[src/rtl/upsizer.sv]
// Width upsizer: packs RATIO narrow valid/ready beats into one registered wide word.
// Optional UPSIZER_FLUSH_EN adds in_last / out_beats for early-terminated short words.
module upsizer #(
  parameter int unsigned IN_W  = 256,
  parameter int unsigned RATIO = 4,
  parameter int unsigned OUT_W = IN_W * RATIO
) (
  input  logic                  clk,
  input  logic                  rstn,
  input  logic [IN_W-1:0]       inp_data,
  input  logic                  valid_in,
  output logic                  in_ready,
  output logic [OUT_W-1:0]      data_out,
  output logic                  out_en,
  input  logic                  out_ready
`ifdef UPSIZER_FLUSH_EN
  ,
  input  logic                  in_last,
  output logic [$clog2(RATIO):0] out_beats
`endif
);

  localparam int unsigned CNT_W     = $clog2(RATIO);
  localparam int unsigned ACC_W     = (RATIO - 1) * IN_W;
  localparam int unsigned LAST_BEAT = RATIO - 1;

  logic [CNT_W-1:0] cnt_q, cnt_d;
  logic [ACC_W-1:0] acc_q, acc_d;
  logic [OUT_W-1:0] data_q, data_d;
  logic             out_en_q, out_en_d;
  logic             last_c;
  logic             final_c;
  logic             accept_c;

`ifdef UPSIZER_FLUSH_EN
  localparam int unsigned BEATS_W = CNT_W + 1;
  logic [BEATS_W-1:0] beats_q, beats_d;
  assign last_c = in_last;
`else
  assign last_c = 1'b0;
`endif

  // Only a word-completing beat can stall, and only while the previous word is still held.
  assign final_c  = (cnt_q == CNT_W'(LAST_BEAT)) | last_c;
  assign in_ready = ~final_c | ~out_en_q | out_ready;
  assign accept_c = valid_in & in_ready;

  always_comb begin
    cnt_d    = cnt_q;
    acc_d    = acc_q;
    data_d   = data_q;
    out_en_d = out_en_q;
`ifdef UPSIZER_FLUSH_EN
    beats_d  = beats_q;
`endif
    if (out_en_q && out_ready) begin
      out_en_d = 1'b0;
    end
    if (accept_c) begin
      if (final_c) begin
        // Slices below the current beat come from acc; slices above it are zero-filled.
        for (int unsigned k = 0; k < RATIO - 1; k++) begin
          if (CNT_W'(k) < cnt_q) begin
            data_d[k*IN_W +: IN_W] = acc_q[k*IN_W +: IN_W];
          end else if (CNT_W'(k) == cnt_q) begin
            data_d[k*IN_W +: IN_W] = inp_data;
          end else begin
            data_d[k*IN_W +: IN_W] = '0;
          end
        end
        data_d[LAST_BEAT*IN_W +: IN_W] = (cnt_q == CNT_W'(LAST_BEAT)) ? inp_data : '0;
        out_en_d = 1'b1;
        cnt_d    = '0;
`ifdef UPSIZER_FLUSH_EN
        beats_d  = BEATS_W'(cnt_q) + BEATS_W'(1);
`endif
      end else begin
        for (int unsigned k = 0; k < RATIO - 1; k++) begin
          if (CNT_W'(k) == cnt_q) begin
            acc_d[k*IN_W +: IN_W] = inp_data;
          end
        end
        cnt_d = cnt_q + CNT_W'(1);
      end
    end
  end

  always_ff @(posedge clk or negedge rstn) begin
    if (!rstn) begin
      cnt_q    <= '0;
      acc_q    <= '0;
      data_q   <= '0;
      out_en_q <= 1'b0;
`ifdef UPSIZER_FLUSH_EN
      beats_q  <= '0;
`endif
    end else begin
      cnt_q    <= cnt_d;
      acc_q    <= acc_d;
      data_q   <= data_d;
      out_en_q <= out_en_d;
`ifdef UPSIZER_FLUSH_EN
      beats_q  <= beats_d;
`endif
    end
  end

  assign data_out = data_q;
  assign out_en   = out_en_q;
`ifdef UPSIZER_FLUSH_EN
  assign out_beats = beats_q;
`endif

endmodule

[config.mk]
export PLATFORM = sky130hd
export DESIGN_NAME = upsizer
export DESIGN_NICKNAME = d
export VERILOG_FILES = /design/src/rtl/upsizer.sv
export SDC_FILE = /design/constraint.sdc
export NUM_CORES = 2
export LEC_CHECK = 0
export CORE_AREA = 2 2 501 503
export DETAILED_ROUTE_END_ITERATION = 12
export DIE_AREA = 0 0 503 505
export SETUP_SLACK_MARGIN = 0.2
export SLEW_MARGIN = 30
export SYNTH_ARGS = -nofsm -noshare
export SYNTH_HDL_FRONTEND = slang
export SYNTH_SLANG_ARGS = --single-unit
[constraint.sdc]
create_clock -name clk -period 2.4 [get_ports clk]
set_input_delay 0.36 -clock clk [delete_from_list [all_inputs] [get_ports clk]]
set_output_delay 0.36 -clock clk [all_outputs]
set_load 0.005 [all_outputs]
==> metrics <==
RD Place Congestion 0.823; main area contributors after synthesis dfrtp_1, mux2_2, mux2_4; Place WS -0.0296 ns; Post-synth EDFFs 0; worst-path cell chain ha_4 -> buf_6 -> nand3b_1 -> buf_2; Max Clk Rate 453 MHz; MaxCap Viol Count 0; Chip Width 503 um; Nets 6631; row count 183; Worst Setup End Kind output port; final instance area 99600 um2; Fin Clk Skew 0.0554 ns; Remaining DRCs 0; clk sinks 1795; clock latency on the worst-skew pair 0.85 ns; Clk pin slew, worst setup/hold paths 0.06 ns; Synthesis Warnings 0; leading area contributor after synthesis dfrtp_1; Port-buffer cells 1285; period utilisation layout 92.0%; CP max stage delay 0.50 ns; Pwr Density 1420 nW/um2; FFs w/ async S/R, synth 100%; antenna-violating nets left 0; largest net degree at the start of global routing 141; Crit path max-delay family flip-flops; Buf/Inv on CP 2; Synth Area per Inst 15.2 um2; total number of vias 45800; global-route wire length before repair 346000 um; Placed Area 92700 um2; Core ar. 248000 um2; CP max-delay cell dfrtp_4; initial antenna violation count 50; worst-path fanout max 4; Worst Reg2Reg Path Length in Cells 6; final worst slack 0.192 ns; status finished, final reports clean; WP data arrival 1.85 ns; grt ovf 0; WP data required 2.04 ns; Initial Utilization 29.9%; Peak supply drop 0.000807 V; Area Growth Syn to Fin 34.3%; synthesized cell area 74200 um2; RSZ-0062 raised after global routing true; vias in the first global route 48200; Slew Limit Fails 0; CTS root buf clkbuf_16; layout cells sized above 1 41.0%; Synth top area share 60.6%; fin util 40.1%; cell with the most instances after synthesis dfrtp_1; #FFs+latches synth 1795; DIE AREA 254000 um2; 1st-iter DRT viols 2139; vias per inst 4.64; Worst slew margin 50.2%; CTS H-tree depth 4; reg-to-reg endpoint data_out[255]; Clock Path Buffers 3; syn nets 5138; final hold viol count 0; Final Setup Violations 0; leading register cell type out of synthesis dfrtp_1; drt total wl 241000 um; final hold slack 0.134 ns; sequential cell area fraction in the yosys report 60.6%; HP Class in2async; Detail Placement HPWL 174000 um; Total Power 142 mW; synth unique cells 21; Final Critical Period 2.21 ns; most frequent cells after synthesis dfrtp_1, mux2_2, nand2_1, mux2_4, o21ai_0; Startpoint Class register; number of fill cells 23200; gate count after technology mapping 4874; die height 505 um; Routed WL per cell 24.4 um; Detailed Routing Iterations Pass 1 6; IO Pins 1286; R2R Setup Slk 0.20 ns; Setup CP Type reg2out; Tightest Pin Transition 0.747 ns; r2r startpoint cnt_q[1]; CTS tree done; gr usage total 18.4%; Leak 45.0 nW; CTS Buf Count 193
layout by cell type, fill, tap and decap left out, types with 24 or more instances in the layout:
| cell type | instances |
|---|---|
| clkinv_2 | 24 |
| dfrtp_1 | 1784 |
| buf_4 | 205 |
| clkbuf_1 | 49 |
| dlymetal6s2s_1 | 65 |
| buf_12 | 99 |
| a22o_1 | 32 |
| dlygate4sd2_1 | 318 |
| clkbuf_16 | 198 |
| mux2_2 | 1778 |
| o21ai_0 | 218 |
| clkdlybuf4s50_1 | 900 |
| mux2_4 | 249 |
| nand2_1 | 450 |
| clkbuf_8 | 48 |
kinds of logic after synthesis:
group                      share of synthesized area (%)
adders and majority gates                         0.0675
muxes                                               32.4
AOI/OAI and AO/OA                                   1.89
buffers and inverters                               2.75
DFF                                                 60.6
and+or+nand+nor                                     2.34
routing by layer:
metal,GRT usage [%],wire [um],vias up
li1,-,-,20200
met1,22.1,95500,24000
met2,30.1,115000,1285
met3,6.79,21700,371
met4,6.47,8490,36
met5,0,233,-
cell type report:
cell class	instances	area [um2]	area share [%]
sequential	1795	44900	45.1
multi-input combinational	2768	27300	27.4
timing repair buffer	1607	16600	16.6
clock buffer	290	5670	5.70
tap	3330	4170	4.18
clock inverter	62	905	0.909
antenna	14	35.0	0.0352
inverter	2	7.51	0.00754
report_power, final:
| part | internal [mW] | switching, mW | total [mW] |
|---|---|---|---|
| sequential | 45.7 | 8.41 | 54.2 |
| combinational | 34.4 | 22.4 | 56.8 |
| clock | 17.9 | 12.8 | 30.7 |
stage by stage:
| stage | instances | setup TNS (ns) |
|---|---|---|
| floorplan | 4874 | 0 |
| global placement | 9463 | 0 |
| detailed placement | 9463 | -0.0760 |
| CTS | 9830 | 0 |
| global route | 9856 | 0 |
| finish | 9868 | 0 |
flip-flops by register name, indices dropped and copies added, names as in the netlist:
| name | cells |
|---|---|
| out_en | 1 |
| acc_q | 768 |
| cnt_q | 2 |
| data_out | 1024 |
worst register-to-register path, cell delays in order, from the launching register on:
cell and delay, ns:
dfrtp_4 0.50, inv_1 0.16, ha_4 0.27, buf_4 0.19
bufbuf_16 0.33, mux2_2 0.36, mux2_2 0.26
worst max-delay path by stage:
stage | from | end | slack [ns] | cells after the start
6_report | cnt_q[1] | in_ready | 0.19 | 4
5_1_grt | cnt_q[1] | in_ready | 0.09 | 4
4_1_cts | cnt_q[1] | in_ready | 0.10 | 4
3_5_place_dp | cnt_q[1] | data_out[500] | -0.03 | 6
3_3_place_gp | out_ready | data_out[117] | 0.01 | 7
2_1_floorplan | cnt_q[1] | data_out[216] | 0.21 | 10
timing repair:
item	CTS	global route
hold endpoints to repair	466	0
pin swaps	0	1
endpoints found under the setup margin	371	163
hold buffers	1	0
gates cloned	2	5
setup buffers	12	19
resized for setup	337	73
(Power assumes the default switching activity.)
